==> config.mk <==
export PLATFORM = sky130hd
export DESIGN_NAME = fft_sample_loader
export DESIGN_NICKNAME = d
export VERILOG_FILES = /design/src/rtl/fft_pkg.sv /design/src/rtl/fft_sample_loader.sv
export SDC_FILE = /design/constraint.sdc
export NUM_CORES = 1
export LEC_CHECK = 0
export CAP_MARGIN = 20
export CORE_MARGIN = 5
export CORE_UTILIZATION = 43
export DETAILED_ROUTE_END_ITERATION = 6
export PLACE_DENSITY = 0.76
export REMOVE_ABC_BUFFERS = 1
export SLEW_MARGIN = 40
export SYNTH_ARGS = -nofsm -noshare
export SYNTH_HDL_FRONTEND = slang
export SYNTH_SLANG_ARGS = --single-unit
==> constraint.sdc <==
create_clock -name clk -period 15.9 [get_ports clk]
set_clock_uncertainty 0.1 [all_clocks]
set_input_delay 1.59 -clock clk [delete_from_list [all_inputs] [get_ports clk]]
set_output_delay 1.59 -clock clk [all_outputs]
set_load 0.1 [all_outputs]
==> src/rtl/fft_pkg.sv <==
// Shared definitions for the FFT front end: default sizes, loader state
// encoding and the packed-bus slot offset helper.
package fft_pkg;

  localparam int DEFAULT_DATA_WIDTH = 16;
  localparam int DEFAULT_N          = 16;
  localparam int INDEX_WIDTH        = $clog2(DEFAULT_N);

  typedef enum logic [1:0] {
    FILL  = 2'd0,
    ISSUE = 2'd1,
    WAIT  = 2'd2
  } loader_state_t;

  function automatic int unsigned slot_offset(input int unsigned k, input int unsigned width);
    return k * width;
  endfunction

endpackage

==> src/rtl/fft_sample_loader.sv <==
// Packs a serial stream of complex samples into N-slot frame buses, hands each
// full frame to the bit-reversal stage and holds it until reorder_done.
module fft_sample_loader
  import fft_pkg::*;
#(
  parameter int DATA_WIDTH = DEFAULT_DATA_WIDTH,
  parameter int N          = DEFAULT_N,
  parameter int CNT_WIDTH  = 16
) (
  input  logic                         clk,
  input  logic                         reset,
  input  logic                         in_valid,
  output logic                         in_ready,
  input  logic signed [DATA_WIDTH-1:0] in_real,
  input  logic signed [DATA_WIDTH-1:0] in_imag,
  input  logic                         in_last,
  output logic [N*DATA_WIDTH-1:0]      frame_real,
  output logic [N*DATA_WIDTH-1:0]      frame_imag,
  output logic                         start_reorder,
  input  logic                         reorder_done,
  output logic                         frame_err,
  output logic [$clog2(N)-1:0]         fill_count,
  output logic [CNT_WIDTH-1:0]         frame_count
);

  localparam int IW = $clog2(N);
  localparam logic [IW-1:0] LAST_SLOT = IW'(N - 1);

  loader_state_t  state_reg, state_next;
  logic [IW-1:0]  fill_count_reg, fill_count_next;
  logic [CNT_WIDTH-1:0] frame_count_reg, frame_count_next;
  logic           frame_err_reg, frame_err_next;
  logic           take;

  logic signed [DATA_WIDTH-1:0] slot_real_reg [N];
  logic signed [DATA_WIDTH-1:0] slot_imag_reg [N];

  // Handshake outputs are pure state decode, so in_ready never depends on in_valid.
  assign in_ready      = (state_reg == FILL);
  assign start_reorder = (state_reg == ISSUE);
  assign take          = in_valid & in_ready;
  assign fill_count    = fill_count_reg;
  assign frame_count   = frame_count_reg;
  assign frame_err     = frame_err_reg;

  always_comb begin
    state_next       = state_reg;
    fill_count_next  = fill_count_reg;
    frame_count_next = frame_count_reg;
    frame_err_next   = 1'b0;
    unique case (state_reg)
      FILL: begin
        if (take) begin
          if (fill_count_reg == LAST_SLOT) begin
            // A full frame is issued even when in_last is missing; only flag it.
            state_next      = ISSUE;
            fill_count_next = '0;
            frame_err_next  = ~in_last;
          end else if (in_last) begin
            fill_count_next = '0;
            frame_err_next  = 1'b1;
          end else begin
            fill_count_next = fill_count_reg + IW'(1);
          end
        end
      end
      ISSUE: begin
        state_next       = WAIT;
        frame_count_next = frame_count_reg + CNT_WIDTH'(1);
      end
      WAIT: begin
        if (reorder_done) state_next = FILL;
      end
      default: state_next = FILL;
    endcase
  end

  always_ff @(posedge clk or posedge reset) begin
    if (reset) begin
      state_reg       <= FILL;
      fill_count_reg  <= '0;
      frame_count_reg <= '0;
      frame_err_reg   <= 1'b0;
    end else begin
      state_reg       <= state_next;
      fill_count_reg  <= fill_count_next;
      frame_count_reg <= frame_count_next;
      frame_err_reg   <= frame_err_next;
    end
  end

  always_ff @(posedge clk or posedge reset) begin
    if (reset) begin
      for (int k = 0; k < N; k++) begin
        slot_real_reg[k] <= '0;
        slot_imag_reg[k] <= '0;
      end
    end else if (take) begin
      slot_real_reg[fill_count_reg] <= in_real;
      slot_imag_reg[fill_count_reg] <= in_imag;
    end
  end

  always_comb begin
    frame_real = '0;
    frame_imag = '0;
    for (int k = 0; k < N; k++) begin
      frame_real[slot_offset(k, DATA_WIDTH) +: DATA_WIDTH] = slot_real_reg[k];
      frame_imag[slot_offset(k, DATA_WIDTH) +: DATA_WIDTH] = slot_imag_reg[k];
    end
  end

endmodule

==> impl_metrics.csv <==
group,metric,value,unit
power_and_ir_drop,p_leak,0.0138,uW
floorplan,rows,79,
placement,port_buffers,571,
timing,final_hold_viol_count,0,
clocking,cts_tree,"yes",
synth,netlist_area,20300,um^2
clocking,cts_resized,0,
flow_run,drv_cap,0,
floorplan,die_w,228,um
global_route,grt_use_total,22.7,%
clocking,cts_buffers,55,
drt,wire_per_inst,24.9,um
drt,drt_iter0_drc,566,
timing,timing.final.crit_period,4.04,ns
placement,dp_cells,2344,
synth,yosysUniqueCellTypes,37,
floorplan,io-pin-count,572,
outcome,status,"complete, no violations",
clocking,clkSinkCount,535,
drt,wl,60600,um
synth,ys_async_sr_fraction,100,%
global_route,grt_pass1_vias,13396,
synth,ys_ff_latch,535,
clocking,root_buffer,"clkbuf_16",
drt,dr.pass1.iters,5,
floorplan,fp.coreArea,46700,um^2
synth,yosysWarnings,0,
synth,synth_cells,1230,
timing,rsz0062_at_grt,"false",
clocking,cts_buffer_depth,3,
timing,worst-slew-pin-transition,0.797,ns
drt,vias,12748,
critical_path,worst_ep_required_time,16.46,ns
global_route,grt_max_degree,162,
placement,placed_cell_area,24000,um^2
synth,synth_ff_type,"dfrtp_1",
worst_hold_path,whs_path_depth,1,
clocking,clkTransAtPathRegs,0.06,ns
drt,vias_per_cell,5.23,
synth,syn_avg_cell_area,16.5,um^2
timing,max_clock_freq,247,MHz
worst_hold_path,hold_class,"reg2reg",
global_route,grt_antenna_before_repair,0,
critical_path,cp-end-kind,"asynchronous set/reset pin",
clocking,postCtsSetupBuffers,0,
synth,synth_edf_count,0,
critical_path,criticalPathCategory,"in2async",
placement,place_congestion,0.767,
timing,slew_viol_final,0,
timing,maxSlewHeadroom,46.9,%
timing,timing.final.ws_setup,11.86,ns
global_route,grt_pass1_wl,88600,um
critical_path,reg2regPathDepth,4,
finish,drive_gt1_share,62.3,%
power_and_ir_drop,p_per_area,220,nW/um^2
finish,areaGrowthSynthToFinish,26.1,%
clocking,clock_latency,0.58,ns
clocking,cts.hold.buffers_added,0,
finish,stdcell_count,2437,
timing,finalSetupViolations,0,
placement,pre_cts_ws,11.12,ns
placement,dp_hpwl,40800,um
synth,ys_seq_area_share,65.8,%
critical_path,cp.arrival,4.60,ns
critical_path,startpoint_type,"input port",
floorplan,start_util,43.6,%
floorplan,die_height,228,um
clocking,htreeDepth,2,
timing,period_share,25.4,%
global_route,grt_remaining_overflow,0,
power_and_ir_drop,peakVddDrop,0.152,mV
finish,fin_area,25700,um^2
floorplan,die-area,51800,um^2
drt,ant_nets,0,
critical_path,critPathMaxFanout,102,
finish,nets,1837,
finish,fillerInstances,3889,
drt,drc,0,
==> where the power goes <==
group,internal (uW),switching (uW)
clock,693,513
combinational,393,2290
sequential,1630,135
==> layout make-up <==
type	count	area [um^2]	area share, %
antenna	1	2.50	0.00975
sequential	535	13400	52.2
clock inverter	10	66.3	0.258
timing repair buffer	594	3280	12.8
inverter	4	22.5	0.0878
clock buffer	81	1610	6.26
multi-input combinational	605	6540	25.5
tap	607	759	2.96
==> worst max-delay path, stage by stage <==
cell and delay [ns]:
clkdlybuf4s50_1 0.50, inv_8 0.52, buf_4 0.67, buf_6 0.59, buf_6 0.60
==> logic make-up (layout without fill, tap and decap cells) <==
kind of cell    Yosys count  after routing  share of synthesized area [%]
flops                   535            535                           65.8
mux                     512            512                           28.7
buf+inv                  90            689                           2.39
simple gates             63             63                           1.84
xor+xnor                 16             16                          0.689
compound gates            9              9                          0.264
fa+ha+maj                 5              5                          0.307
other cells               0              1                              0
==> per-stage QoR <==
stage	total power [uW]	util [%]	hold WS (ns)	setup TNS, ns
6_report	5650	55.0	0.366	0
3_5_place_dp	4480	51.4	0.366	0
4_1_cts	5690	54.9	0.374	0
3_3_place_gp	4710	56.9	0.361	0
2_1_floorplan	4010	-	0.473	-396.95
5_1_grt	5820	55.0	0.404	0
==> layer usage <==
| layer | vias up | GRT usage (%) | routed length (um) |
|---|---|---|---|
| met5 | - | 0 | 0 |
| met2 | 451 | 37.6 | 29800 |
| met1 | 6747 | 29.8 | 24700 |
| met3 | 88 | 6.45 | 4600 |
| li1 | 5462 | - | - |
| met4 | 0 | 6.31 | 1430 |
==> path summary, 6_finish.rpt <==
| kind | startpoint | end | slack, ns |
|---|---|---|---|
| hold reg to reg | frame_count[15] | frame_count[15] | 0.37 |
| setup reg to reg | state_reg[0] | frame_real[145] | 12.91 |
| min in group asynchronous | reset | frame_real[56] | 1.44 |
| max in group clk | in_valid | frame_real[145] | 11.89 |
| hold / removal | frame_count[15] | frame_count[15] | 0.37 |
| setup / recovery | reset | frame_real[47] | 11.86 |
==> synth_stat cells (2+ instances only) <==
library cell	count	share of area [%]
o21ai_0	5	0.12
inv_1	4	0.074
mux2_2	465	26
dfrtp_1	535	66
nor2_1	7	0.13
nand3_1	14	0.34
nand4_1	3	0.092
nor3_4	2	0.16
nand2_2	2	0.061
and3_1	3	0.092
mux2_1	27	1.5
nor2b_1	4	0.12
nand2b_1	2	0.061
buf_2	38	0.93
and4_1	3	0.13
nand2_1	13	0.24
xnor2_1	15	0.65
buf_6	13	0.72
clkbuf_1	34	0.63
ha_1	5	0.31
mux2_4	20	1.5
==> placed cells by master (no fill, tap or decap), drive strengths merged, types with 2 or more instances in the layout <==
master	count
clkbuf	82
and4	3
nand4	3
nand2	15
nor3	3
buf	559
nand2b	2
dfrtp	535
xnor2	15
clkinv	4
mux2	512
nor2b	4
and3	3
nand3	15
ha	5
nor2	9
o21ai	5
clkinvlp	5
inv	5
clkdlybuf4s50	34
Note: power is estimated with default switching activity, not from simulation.
==> edit 1, RTL diff (config.mk and constraints unchanged) <==
`CNT_WIDTH`: 16 -> 20.
--- a/src/rtl/fft_sample_loader.sv
+++ b/src/rtl/fft_sample_loader.sv
@@ -5,7 +5,7 @@
 #(
   parameter int DATA_WIDTH = DEFAULT_DATA_WIDTH,
   parameter int N          = DEFAULT_N,
-  parameter int CNT_WIDTH  = 16
+  parameter int CNT_WIDTH  = 20
 ) (
   input  logic                         clk,
   input  logic                         reset,
Interface: changed (resized frame_count); port bits go from 572 to 576. No check against the original RTL was run, so the function may have changed too.
==> edit 1 against the unedited design <==
  * Critical endpoint is now frame_imag[184]
  * Critical path type is now in -> reg
  * Highest routed layer unchanged
  * Global-route usage increased by 0.67 points
  * Routed wire length grew 2.7%
  * First-iteration DRC count rose by 4.8%
  * Count of clock-buffer cells in the layout rose by 3
  * Setup slack better by 72 ps
  * Total power is 7.1% lower
  * Synthesized area decreased by 0.17%
  * Sequential cell count rose by 4
  * Final area rose by 0.73%
==> edit 1: results <==
metrics = {
    "drt": {
        "wl_met1_mm": 25.5,
        "dr.first_iter.drc_count": 593,
        "met2_length_mm": 30.4,
        "wl_per_cell_um": 25.2,
        "dr_wl_met3_mm": 4.71,
        "routed.top_layer": "met4",
        "dr_total_vias": 12794,
        "via_per_inst": 5.19,
        "first_pass_iters": 4,
    },
    "yosys": {
        "yosysUniqueCellTypes": 30,
        "syn_area_per_cell_um2": 16.3,
        "synth_fa_ha_area_frac": 0.00308,
        "synth_xor_area_frac": 0.00862,
        "muxShareOfSynthArea": 0.284,
        "yosysSeqAreaShare": 0.664,
        "synth_top_cells_by_area": "dfrtp_1, mux2_2, buf_2",
        "synth_commonest_cells": "dfrtp_1, mux2_2, buf_2",
        "synth-compound-area-share": 0.00197,
    },
    "placed_design": {
        "hpwl_mm": 41.6,
        "io_buffer_count": 575,
        "dp_slack_ps": 11310,
        "gp_congestion": 0.820,
        "post-place-cells": 2363,
    },
    "worst_setup_path": {
        "timing.critical_path.arrival_ps": 4340,
        "crit_path_max_fanout": 19,
    },
    "global_routing": {
        "grt_pass1_wl_mm": 90.7,
        "grt_max_degree": 100,
        "grt.total_usage": 0.234,
    },
    "job": {
        "drv_cap": 0,
    },
    "layout": {
        "antennaDiodeCount": 0,
        "drive_gt1_frac": 0.631,
        "finalNetCount": 1856,
    },
    "pwr": {
        "intPower_mw": 2.67,
        "vdd_drop_max_uv": 134,
        "p_leak_nw": 14.1,
    },
    "sta": {
        "slew_headroom": 0.467,
    },
    "clocking": {
        "worstSkewPairLatency_ps": 580,
        "htree_num_levels": 2,
        "numCtsBuffers": 55,
        "clkTransAtPathRegs_ps": 60,
    },
    "outcome": {
        "status": "finished, final reports clean",
    },
}
edit 1: cell count changes in the layout (fill, tap and decap cells not counted), moves of 5 or more:
cell,unedited run,this run
clkinv_2,4,10
mux2_1,27,11
nor2_1,6,13
nand3_2,7,0
nand2_2,2,10
xor2_1,1,6
mux2_2,465,501
mux2_4,20,0
edit 1: final timing paths:
check | slack (ps) | end | from | cells past startpoint
worst max-delay path | 11930 | frame_imag[184] | in_valid | 6
max in group asynchronous | 12560 | frame_real[27] | reset | 5
worst min register to register | 380 | frame_real[187] | frame_real[187] | 1
worst min-delay path | 380 | frame_real[187] | frame_real[187] | 1
min in group asynchronous | 1260 | frame_imag[103] | reset | 2
worst max register to register | 12880 | frame_imag[184] | state_reg[0] | 5
edit 1: worst max-delay path: stages:
cell	delay, ps
clkdlybuf4s50_1	450
or3b_1	600
nor2_1	310
and3_2	530
buf_4	440
mux2_2	390
edit 1: layer usage:
layer / vias up / GRT usage
li1: 5508 / -
met5: - / 0
met2: 429 / 0.382
met4: 0 / 0.0667
met1: 6760 / 0.306
met3: 97 / 0.0714
edit 1: kinds of logic after synthesis:
group                      Yosys count
AOI/OAI and AO/OA                    7
and+or+nand+nor                     71
xor gates and xnor gates            20
muxes                              512
buffers and inverters               92
DFF                                539
adders and majority gates            5
edit 1: power by group through the flow:
stage / Clock, mW / Sequential, mW / Combinational (mW)
after CTS: 1.31 / 1.70 / 2.27
final: 1.28 / 1.70 / 2.26
after detailed placement: 0 / 1.72 / 2.27
after floorplan: 0 / 3.35 / 0.237
after global placement: 0 / 1.72 / 2.47
after global routing: 1.37 / 1.73 / 2.31
edit 1: cell type report:
cell class              instances  area (um2)
clock buffers                  84        1670
flip-flops and latches        539       13500
fillers                      3833       20800
well taps                     607         759
repair buffers                598        3290
inverters                       5        26.3
clock inverters                17         151
multi-input cells             615        6460
edit 1: through the flow:
step | cell area, um2 | hold slack [ps] | total power [mW] | setup TNS, ps | util
final | 25800 | 383 | 5.25 | 0 | 0.554
after global routing | 25800 | 405 | 5.41 | 0 | 0.554
after CTS | 25800 | 387 | 5.29 | 0 | 0.553
after detailed placement | 24000 | 373 | 4.00 | 0 | 0.514
after global placement | 26700 | 367 | 4.19 | 0 | 0.571
after floorplan | 19900 | 457 | 3.59 | -461050 | -
==> edit 2, RTL diff (same settings) <==
Without the edit above. Reset style: synchronous (`reset`), changed in 2 clocked blocks.
--- a/src/rtl/fft_sample_loader.sv
+++ b/src/rtl/fft_sample_loader.sv
@@ -75,7 +75,7 @@
     endcase
   end
 
-  always_ff @(posedge clk or posedge reset) begin
+  always_ff @(posedge clk) begin
     if (reset) begin
       state_reg       <= FILL;
       fill_count_reg  <= '0;
@@ -89,7 +89,7 @@
     end
   end
 
-  always_ff @(posedge clk or posedge reset) begin
+  always_ff @(posedge clk) begin
     if (reset) begin
       for (int k = 0; k < N; k++) begin
         slot_real_reg[k] <= '0;
Check against the original RTL: not settled (the Yosys comparison gave no result); the edit may change what the design does.
==> edit 2 against the unedited design <==
  * Routed wire length increased by 9.4%
  * Sequential cell count unchanged
  * Non-clock buffer count unchanged
  * Final area decreased by 2.8%
  * Sequential share of layout area increased by 11 points
  * Synthesized area decreased by 2.9%
  * Setup slack got worse by 170 ps
  * Global-route usage increased by 2.5 points
  * Hold slack improved by 44 ps
  * Critical path type is now in -> reg
  * Largest cell class unchanged
Power is not compared: it rests on default switching activity, and its combinational part moved more than twofold at a synthesized area within 25%.
==> edit 2: results <==
metrics = {
    "yosys": {
        "synth_commonest_cells": "edfxtp_1, nor2_1, nand2_1",
        "synth_top_cells_by_area": "edfxtp_1, nor2_1, nand2_1",
        "async_flop_share": 0,
        "synth_edf_count": 512,
        "yosysSeqAreaShare": 0.801,
        "yosysUniqueCellTypes": 37,
    },
    "hold_path": {
        "whs_path_depth": 2,
        "min_to": "frame_count[14]",
        "holdCritStartpoint": "frame_count[14]",
    },
    "layout": {
        "nFillCells": 3736,
        "finalNetCount": 1995,
        "drive_gt1_frac": 0.323,
    },
    "pwr": {
        "vdd_drop_max_uv": 100,
    },
    "clocking": {
        "htree_num_levels": 2,
        "numCtsBuffers": 53,
        "post-cts-setup-buffers": 0,
        "clkTransAtPathRegs_ps": 60,
        "worstSkewPairLatency_ps": 580,
        "cts_root_buf": "clkbuf_16",
        "ctsResizeCount": 0,
        "cts_buffer_depth": 3,
    },
    "outcome": {
        "status": "finished, final reports clean",
    },
    "placed_design": {
        "gp_congestion": 0.873,
        "hpwl_mm": 44.2,
        "dp_slack_ps": 10750,
    },
    "worst_setup_path": {
        "ff2ff_setup_slack_ps": 12840,
        "r2r-start": "state_reg[1]",
        "timing.critical_path.arrival_ps": 4340,
        "r2r_end": "slot_real_reg[9][1]",
        "crit_path_max_fanout": 33,
        "reg2reg_depth": 4,
    },
    "global_routing": {
        "grt_max_degree": 94,
        "grt.total_usage": 0.252,
        "grt_antenna_before_repair": 1,
        "grt_pass1_wl_mm": 92.5,
    },
    "sta": {
        "tightest_slew_ps": 914,
    },
    "drt": {
        "dr.first_iter.drc_count": 1412,
        "wl_per_cell_um": 25.5,
        "dr_total_vias": 13432,
    },
}
## edit 2: critical path, cell delays in order
cell and delay (ps):
clkdlybuf4s50_1 510, or3b_1 550, nor2_4 420, and3_2 560, or2_2 680
## edit 2: area by class of cell
cell class / count / area [um2] / share of cell area
multi-input cells: 763 / 3440 / 0.138
diodes: 1 / 2.50 / 0.000100
clock buffers: 65 / 1370 / 0.0550
clock inverters: 33 / 251 / 0.0101
inverters: 4 / 15.0 / 0.000602
flip-flops and latches: 535 / 15800 / 0.635
repair buffers: 594 / 3280 / 0.131
well taps: 600 / 751 / 0.0301
## edit 2: stage by stage
step                      cell area, um2  std cells  total power [mW]  hold slack [ps]
after floorplan                    19200       1302              2.04              411
after global placement             25900       2492              2.21              379
after detailed placement           23300       2495              2.16              399
after CTS                          24900       2593              3.34              409
after global routing               24900       2594              3.41              430
final                              24900       2595              3.32              410
## edit 2: routing by layer
layer | vias to the layer above | global-route usage | share of wire
li1 | 5891 | - | -
met1 | 6556 | 0.315 | 0.35
met2 | 852 | 0.424 | 0.50
met3 | 133 | 0.0780 | 0.11
met4 | 0 | 0.0801 | 0.036
met5 | - | 0 | 0
## edit 2: worst max-delay path by stage
stage | startpoint | endpoint | slack (ps) | cells after the start
after detailed placement | in_valid | slot_imag_reg[9][11] | 10750 | 5
final | in_valid | slot_real_reg[9][1] | 11690 | 5
after global placement | in_valid | slot_imag_reg[9][0] | 10940 | 5
after global routing | in_valid | slot_real_reg[9][10] | 11460 | 5
after CTS | in_valid | slot_imag_reg[9][11] | 11400 | 5
after floorplan | fill_count[3] | slot_imag_reg[9][0] | 11930 | 3
## edit 2: where the power goes
| part | switching [mW] | internal (mW) | total [mW] |
|---|---|---|---|
| clock | 0.525 | 0.662 | 1.19 |
| combinational | 0.477 | 0.0484 | 0.526 |
| sequential | 0.0159 | 1.59 | 1.61 |
| total | 1.02 | 2.30 | 3.32 |
## edit 2: cell families after synthesis
logic type               after synthesis  synth area share
AND/OR/NAND/NOR                      710             0.150
adder cells (fa/ha/maj)                7           0.00443
AO/OA/AOI/OAI                         35            0.0111
XOR/XNOR                              10           0.00443
flip-flops                           535             0.801
multiplexers                           1          0.000507
buffers and inverters                 83            0.0286
